$ cat config.mk
export PLATFORM = sky130hd
export DESIGN_NAME = lane_deskew_sched
export DESIGN_NICKNAME = d
export VERILOG_FILES = /design/src/rtl/lane_sched_pkg.sv /design/src/rtl/lane_fifo.sv /design/src/rtl/lane_deskew_sched.sv
export SDC_FILE = /design/constraint.sdc
export NUM_CORES = 1
export LEC_CHECK = 0
export BUFFER_PORTS_ARGS = -buffer_cell sky130_fd_sc_hd__buf_2
export CORE_ASPECT_RATIO = 2
export CORE_MARGIN = 4
export CORE_UTILIZATION = 45
export CTS_CLUSTER_SIZE = 40
export DETAILED_ROUTE_END_ITERATION = 8
export PLACE_DENSITY = 0.68
export RECOVER_POWER = 100
export SLEW_MARGIN = 40
export SYNTH_ARGS = -nofsm -noshare
export SYNTH_HDL_FRONTEND = slang
export SYNTH_SLANG_ARGS = --single-unit
$ cat constraint.sdc
create_clock -name clk_2f -period 6 [get_ports clk_2f]
set_input_delay 1.2 -clock clk_2f [delete_from_list [all_inputs] [get_ports clk_2f]]
set_output_delay 1.2 -clock clk_2f [all_outputs]
set_load 0.02 [all_outputs]
$ cat src/rtl/lane_sched_pkg.sv
// Shared constants and FSM encoding for the two-lane deskew read scheduler.
package lane_sched_pkg;

  localparam int WIDTH_DEF    = 32;
  localparam int DEPTH_DEF    = 4;
  localparam int MAX_SKEW_DEF = 6;

  typedef enum logic [1:0] {
    IDLE  = 2'd0,
    SEL0  = 2'd1,
    SEL1  = 2'd2,
    FLUSH = 2'd3
  } sched_state_t;

endpackage

$ cat src/rtl/lane_fifo.sv
// Per-lane skew buffer: power-of-two circular FIFO with flush and a drop (overflow) pulse.
module lane_fifo #(
  parameter int WIDTH = 32,
  parameter int DEPTH = 4
) (
  input  logic                     clk,
  input  logic                     rst,
  input  logic                     push,
  input  logic [WIDTH-1:0]         din,
  input  logic                     pop,
  input  logic                     flush,
  output logic [WIDTH-1:0]         dout,
  output logic                     full,
  output logic                     empty,
  output logic [$clog2(DEPTH):0]   level,
  output logic                     ovf
);

  localparam int AW = $clog2(DEPTH);
  localparam logic [AW:0] FULL_LEVEL = (AW+1)'(DEPTH);

  logic [WIDTH-1:0] mem [DEPTH];
  logic [AW-1:0]    wr_ptr;
  logic [AW-1:0]    rd_ptr;
  logic             do_push;
  logic             do_pop;

  assign full  = (level == FULL_LEVEL);
  assign empty = (level == '0);
  assign dout  = mem[rd_ptr];

  // A same-cycle pop frees the slot, so a full FIFO still accepts the write.
  assign do_pop  = pop && !empty && !flush;
  assign do_push = push && (!full || do_pop) && !flush;
  assign ovf     = push && full && !do_pop && !flush;

  always_ff @(posedge clk or posedge rst) begin
    if (rst) begin
      wr_ptr <= '0;
      rd_ptr <= '0;
      level  <= '0;
    end else if (flush) begin
      wr_ptr <= '0;
      rd_ptr <= '0;
      level  <= '0;
    end else begin
      if (do_push) wr_ptr <= wr_ptr + 1'b1;
      if (do_pop)  rd_ptr <= rd_ptr + 1'b1;
      case ({do_push, do_pop})
        2'b10:   level <= level + 1'b1;
        2'b01:   level <= level - 1'b1;
        default: level <= level;
      endcase
    end
  end

  always_ff @(posedge clk) begin
    if (do_push) mem[wr_ptr] <= din;
  end

endmodule

$ cat src/rtl/lane_deskew_sched.sv
// Merges two skewed lanes into one stream in strict lane0/lane1 order, with skew
// timeout and overflow detection reported as sticky error flags.
module lane_deskew_sched
  import lane_sched_pkg::*;
#(
  parameter int WIDTH    = WIDTH_DEF,
  parameter int DEPTH    = DEPTH_DEF,
  parameter int MAX_SKEW = MAX_SKEW_DEF
) (
  input  logic                   clk_2f,
  input  logic                   reset,
  input  logic [WIDTH-1:0]       lane0,
  input  logic                   valid0,
  input  logic [WIDTH-1:0]       lane1,
  input  logic                   valid1,
  input  logic                   clear_err,
  output logic [WIDTH-1:0]       dataOut,
  output logic                   validOut,
  output logic                   err_skew,
  output logic                   err_ovf,
  output logic [1:0]             state_o,
  output logic [$clog2(DEPTH):0] level0,
  output logic [$clog2(DEPTH):0] level1
);

  localparam int SW = $clog2(MAX_SKEW + 1);

  sched_state_t     state, state_nxt;
  logic [SW-1:0]    skew, skew_nxt;
  logic             pop0, pop1, flush, waiting;
  logic             full0, full1, empty0, empty1, ovf0, ovf1;
  logic [WIDTH-1:0] dout0, dout1;

  lane_fifo #(.WIDTH(WIDTH), .DEPTH(DEPTH)) u_fifo0 (
    .clk(clk_2f), .rst(reset), .push(valid0), .din(lane0), .pop(pop0), .flush(flush),
    .dout(dout0), .full(full0), .empty(empty0), .level(level0), .ovf(ovf0)
  );

  lane_fifo #(.WIDTH(WIDTH), .DEPTH(DEPTH)) u_fifo1 (
    .clk(clk_2f), .rst(reset), .push(valid1), .din(lane1), .pop(pop1), .flush(flush),
    .dout(dout1), .full(full1), .empty(empty1), .level(level1), .ovf(ovf1)
  );

  assign state_o = state;

  always_comb begin
    state_nxt = state;
    pop0      = 1'b0;
    pop1      = 1'b0;
    flush     = 1'b0;
    waiting   = 1'b0;
    case (state)
      IDLE: begin
        waiting = empty0 ^ empty1;
        if (!empty0 && !empty1) state_nxt = SEL0;
      end
      SEL0: begin
        if (!empty0) begin
          pop0      = 1'b1;
          state_nxt = SEL1;
        end else begin
          state_nxt = IDLE;
        end
      end
      SEL1: begin
        if (!empty1) begin
          pop1      = 1'b1;
          state_nxt = SEL0;
        end else begin
          waiting = 1'b1;
        end
      end
      default: begin
        flush     = 1'b1;
        state_nxt = IDLE;
      end
    endcase
    // Waiting never coincides with a pop, so the timeout override cannot lose a word.
    if (!waiting)                       skew_nxt = '0;
    else if (skew == SW'(MAX_SKEW))     skew_nxt = skew;
    else                                skew_nxt = skew + 1'b1;
    if (skew_nxt == SW'(MAX_SKEW)) state_nxt = FLUSH;
  end

  always_ff @(posedge clk_2f or posedge reset) begin
    if (reset) begin
      state    <= IDLE;
      skew     <= '0;
      dataOut  <= '0;
      validOut <= 1'b0;
      err_skew <= 1'b0;
      err_ovf  <= 1'b0;
    end else begin
      state <= state_nxt;
      skew  <= skew_nxt;
      if (pop0) begin
        dataOut  <= dout0;
        validOut <= 1'b1;
      end else if (pop1) begin
        dataOut  <= dout1;
        validOut <= 1'b1;
      end else begin
        dataOut  <= '0;
        validOut <= 1'b0;
      end
      // Error events take priority over a same-cycle clear.
      if (state == FLUSH)  err_skew <= 1'b1;
      else if (clear_err)  err_skew <= 1'b0;
      if (ovf0 || ovf1)    err_ovf  <= 1'b1;
      else if (clear_err)  err_ovf  <= 1'b0;
    end
  end

endmodule

==> report_table.html <==
<table>
<tr><th>Metric</th><th>Value</th></tr>
<tr><th colspan="2">Synthesis</th></tr>
<tr><td>Register area share after synthesis</td><td>0.7537</td></tr>
<tr><td>Net count of the mapped netlist</td><td>677</td></tr>
<tr><td>Cell Area, Synth</td><td>~12000 sq um</td></tr>
<tr><td>Synth cell count leaders</td><td>sky130_fd_sc_hd__edfxtp_1, sky130_fd_sc_hd__mux4_2, sky130_fd_sc_hd__dfrtp_1</td></tr>
<tr><td>Gate Count Post-Synth</td><td>about 600</td></tr>
<tr><td>Most used standard cell by instance count after synthesis</td><td>sky130_fd_sc_hd__edfxtp_1</td></tr>
<tr><td>Cell taking the most area after synthesis</td><td>sky130_fd_sc_hd__edfxtp_1</td></tr>
<tr><td>Fraction of synthesis flops using an asynchronous set or reset pin</td><td>0.1742</td></tr>
<tr><td>Distinct cells, synth</td><td>between 40 and 50</td></tr>
<tr><td>Main area contributors after synthesis</td><td>sky130_fd_sc_hd__edfxtp_1, sky130_fd_sc_hd__mux4_2, sky130_fd_sc_hd__dfrtp_1, sky130_fd_sc_hd__a22o_1, sky130_fd_sc_hd__ha_1</td></tr>
<tr><td>Average footprint of a synthesized cell</td><td>just over 20 sq um</td></tr>
<tr><td>Yosys warnings</td><td>0</td></tr>
<tr><td>Flop and latch count out of synthesis</td><td>310</td></tr>
<tr><td>Area share of the largest cell type after synthesis</td><td>0.6410</td></tr>
<tr><td>Number of enable-type register cells in the synthesized netlist</td><td>around 260</td></tr>
<tr><td>Dominant synthesized flop cell</td><td>sky130_fd_sc_hd__edfxtp_1</td></tr>
<tr><th colspan="2">Worst setup path</th></tr>
<tr><td>Family with the most delay on the worst path</td><td>simple AND/OR/NAND/NOR gates</td></tr>
<tr><td>Critical path startpoint category</td><td>flip-flop</td></tr>
<tr><td>Start-to-end type of the worst setup path</td><td>flip-flop to flip-flop</td></tr>
<tr><td>CP max-delay cell</td><td>sky130_fd_sc_hd__and2_0</td></tr>
<tr><td>Worst path arrival time</td><td>a little over 4 ns</td></tr>
<tr><td>Setup slack of the most critical reg-to-reg path</td><td>~2 ns</td></tr>
<tr><td>Cells along the critical path</td><td>clkinv_1, nand3_1, and3_1, and2_0</td></tr>
<tr><td>Maximum cell stage delay along the critical path</td><td>1.90 ns</td></tr>
<tr><td>Worst reg2reg path endpoint</td><td>u_fifo0.mem[0][16]</td></tr>
<tr><td>Buf+Inv Stages, Crit Path</td><td>1</td></tr>
<tr><td>Data required time of the worst path</td><td>about 6 ns</td></tr>
<tr><td>Reg2reg start</td><td>state_o[0]</td></tr>
<tr><td>Worst r2r path cells</td><td>4</td></tr>
<tr><td>Crit. End Element</td><td>flip-flop</td></tr>
<tr><td>CP max FO</td><td>32</td></tr>
<tr><th colspan="2">STA</th></tr>
<tr><td>Post-layout min period</td><td>between 3 and 4 ns</td></tr>
<tr><td>Final period util</td><td>0.6649</td></tr>
<tr><td>Slew HR</td><td>-0.9780</td></tr>
<tr><td>Final setup vio count</td><td>0</td></tr>
<tr><td>Total count of hold-check failures in the final report</td><td>0</td></tr>
<tr><td>Highest attainable clock frequency</td><td>between 200 and 300 MHz</td></tr>
<tr><td>Final TNS setup</td><td>0 ns</td></tr>
<tr><td>Transition time at the pin with the least slew margin</td><td>a little under 3 ns</td></tr>
<tr><td>Worst hold margin</td><td>around 0.52 ns</td></tr>
<tr><td>Setup repair after global routing missed its margin</td><td>false</td></tr>
<tr><td>Setup Skew</td><td>around 0.015 ns</td></tr>
<tr><td>Slew Viols, Final</td><td>approximately 330</td></tr>
<tr><th colspan="2">Clock tree</th></tr>
<tr><td>Clock root buffer master</td><td>sky130_fd_sc_hd__clkbuf_16</td></tr>
<tr><td>Clock latency on the worst-skew pair</td><td>0.54 ns</td></tr>
<tr><td>Number of sinks driven by the clock tree</td><td>310</td></tr>
<tr><td>Post-CTS Repair Setup Buffers</td><td>0</td></tr>
<tr><td>Htree depth</td><td>1</td></tr>
<tr><td>Gates resized, CTS repair</td><td>0</td></tr>
<tr><td>Maximum number of buffers from clock root to sink</td><td>3</td></tr>
<tr><td>Number of clock buffers inserted by TritonCTS</td><td>26</td></tr>
<tr><td>TritonCTS clock tree</td><td>built</td></tr>
<tr><td>Count of hold buffers inserted by post-cts repair</td><td>0</td></tr>
<tr><td>Clock-pin transition on the worst setup and hold timing paths</td><td>0.07 ns</td></tr>
<tr><th colspan="2">Hold path</th></tr>
<tr><td>Endpoint of the worst hold path</td><td>err_skew</td></tr>
<tr><td>Worst Hold Class</td><td>flip-flop to flip-flop</td></tr>
<tr><td>Cell depth of the worst hold path</td><td>2</td></tr>
<tr><td>Critical hold path startpoint</td><td>err_skew</td></tr>
<tr><th colspan="2">Die</th></tr>
<tr><td># IOs</td><td>between 100 and 150</td></tr>
<tr><td>Floorplan Core Area</td><td>26280 sq um</td></tr>
<tr><td>Row count</td><td>between 80 and 90</td></tr>
<tr><td>Die outline height</td><td>roughly 240 microns</td></tr>
<tr><td>Overall die width</td><td>approximately 120 microns</td></tr>
<tr><td>Starting density of the core</td><td>0.4564</td></tr>
<tr><td>Area enclosed by the die boundary</td><td>approximately 30000 sq um</td></tr>
<tr><th colspan="2">Global route</th></tr>
<tr><td>Vias in the first global route</td><td>~6500</td></tr>
<tr><td>Pin count of the biggest net entering global routing</td><td>between 50 and 60</td></tr>
<tr><td>Initial antenna violation count</td><td>0</td></tr>
<tr><td>First-pass GRT wire length</td><td>about 38 mm</td></tr>
<tr><td>Overflow left after global routing</td><td>0</td></tr>
<tr><td>Overall Global Routing Usage</td><td>0.1724</td></tr>
<tr><th colspan="2">Pwr</th></tr>
<tr><td>Lkg Pwr</td><td>~0.0045 uW</td></tr>
<tr><td>Peak supply drop</td><td>around 0.00030 V</td></tr>
<tr><td>Ratio of total power to cell area</td><td>~500 nW/um^2</td></tr>
<tr><th colspan="2">Place</th></tr>
<tr><td>Detailed placer's ending HPWL</td><td>about 16 mm</td></tr>
<tr><td>GP Congestion</td><td>0.8324</td></tr>
<tr><td>Area after detailed placement</td><td>12780 sq um</td></tr>
<tr><td>IO buf count</td><td>111</td></tr>
<tr><td>Cell count after placement</td><td>between 1000 and 1500</td></tr>
<tr><th colspan="2">Finish</th></tr>
<tr><td>Layout overhead on the synthesized area</td><td>12.42%</td></tr>
<tr><td>Post-layout util</td><td>0.5131</td></tr>
<tr><td>Total of fill cells in the finished design</td><td>approximately 2200</td></tr>
<tr><td>Layout net count</td><td>around 800</td></tr>
<tr><td>Layout cells sized above 1</td><td>0.1650</td></tr>
<tr><td>Antenna diode count</td><td>0</td></tr>
<tr><td>Final design instance area without fill</td><td>between 10000 and 15000 sq um</td></tr>
<tr><td>Post-Layout Cell Count</td><td>around 1100</td></tr>
<tr><th colspan="2">Drt</th></tr>
<tr><td>Total via count after detailed routing</td><td>5860</td></tr>
<tr><td>Routed length on met1</td><td>around 8.6 mm</td></tr>
<tr><td>First drt pass iteration count</td><td>5</td></tr>
<tr><td>Wire per inst</td><td>23.42 microns</td></tr>
<tr><td>Met2 routed wirelength</td><td>between 10 and 15 mm</td></tr>
<tr><td>Post-detailed-route count of antenna-violating nets</td><td>0</td></tr>
<tr><td>Starting DRT DRC Count</td><td>slightly below 500</td></tr>
<tr><td>Via count normalized by instance count</td><td>between 5 and 6</td></tr>
<tr><td>Residual DRC</td><td>0</td></tr>
<tr><td>Uppermost signal routing layer after detailed routing</td><td>met4</td></tr>
<tr><td>Detailed Route WL</td><td>around 25 mm</td></tr>
<tr><td>Routed met3 length</td><td>roughly 930 microns</td></tr>
<tr><th colspan="2">Run status</th></tr>
<tr><td>Outcome</td><td>complete, but fails checks</td></tr>
<tr><td>Violated checks</td><td>max-capacitance violations, max-slew violations</td></tr>
<tr><th colspan="2">Flow run</th></tr>
<tr><td>Max-cap violations</td><td>10</td></tr>
</table>
-- layer usage --
layer	GRT usage	vias to the layer above
met3	0.02321	41
li1	-	2606
met1	0.1865	3064
met4	0.05950	0
met2	0.3342	149
met5	0	-
-- worst max-delay path by stage --
stage	start	endpoint	slack [ns]	cells after the start
after floorplan	valid1	u_fifo1.mem[0][0]	3.12	3
after CTS	state_o[1]	state_o[1]	3.24	1
after detailed placement	valid0	u_fifo0.mem[2][14]	3.33	3
final	state_o[0]	u_fifo0.mem[0][16]	2.01	4
after global routing	state_o[0]	u_fifo0.mem[0][22]	1.71	4
after global placement	valid0	u_fifo0.mem[1][17]	3.15	3
-- cell type report --
type,instances,area [sq um],area share
well taps,344,430.4,0.03193
clock buffers,33,708.2,0.05253
clock inverters,15,151.4,0.01123
multi-input cells,234,2643,0.1960
repair buffers,114,444.2,0.03295
flip-flops and latches,310,9049,0.6712
inverters,15,56.30,0.004176
-- flip-flops by register name, summed over array words and instances, names as in the netlist --
signal	count
err_ovf	1
state_o	2
u_fifo0.mem	128
u_fifo0.wr_ptr	2
u_fifo1.wr_ptr	2
u_fifo1.level	3
skew	3
u_fifo0.rd_ptr	2
err_skew	1
u_fifo0.level	3
u_fifo1.mem	128
dataOut	32
u_fifo1.rd_ptr	2
validOut	1
-- report_power, final --
part	total [uW]	switching, uW	internal, uW	leakage, uW
combinational	1830	1040	786	0.00107
sequential	3190	300	2890	0.00304
clock	1700	762	937	0.000423
-- cell usage in the layout (no fill, tap or decap), types with 12 or more instances in the layout --
cell	count
sky130_fd_sc_hd__clkbuf_1	113
sky130_fd_sc_hd__a21oi_1	12
sky130_fd_sc_hd__a22o_1	35
sky130_fd_sc_hd__nor2_1	21
sky130_fd_sc_hd__nand2_1	14
sky130_fd_sc_hd__mux4_2	64
sky130_fd_sc_hd__inv_1	13
sky130_fd_sc_hd__dfrtp_1	50
sky130_fd_sc_hd__clkbuf_16	27
sky130_fd_sc_hd__edfxtp_1	256
-- stage by stage --
stage	total power (uW)	worst slack (ns)
finish	6722	2.011
global route	7062	1.712
CTS	6833	3.241
detailed placement	5137	3.334
global placement	5029	3.148
floorplan	4571	3.125
-- logic make-up (layout without fill, tap and decap cells) --
| logic type | Yosys count | count (layout) | synth area share |
|---|---|---|---|
| xor gates and xnor gates | 2 | 2 | 0.001461 |
| adders and majority gates | 13 | 13 | 0.01481 |
| and+or+nand+nor | 72 | 72 | 0.03276 |
| buffers and inverters | 51 | 177 | 0.02504 |
| muxes | 67 | 67 | 0.1228 |
| DFF | 310 | 310 | 0.7537 |
| AOI/OAI and AO/OA | 80 | 80 | 0.04945 |
-- worst min-delay path: cells and delay by family (launching register included) --
family / cells / cell delay [ns]
buffers and inverters: 1 / 0.05
AOI/OAI and AO/OA: 1 / 0.06
DFF: 1 / 0.38
(Power assumes the default switching activity.)
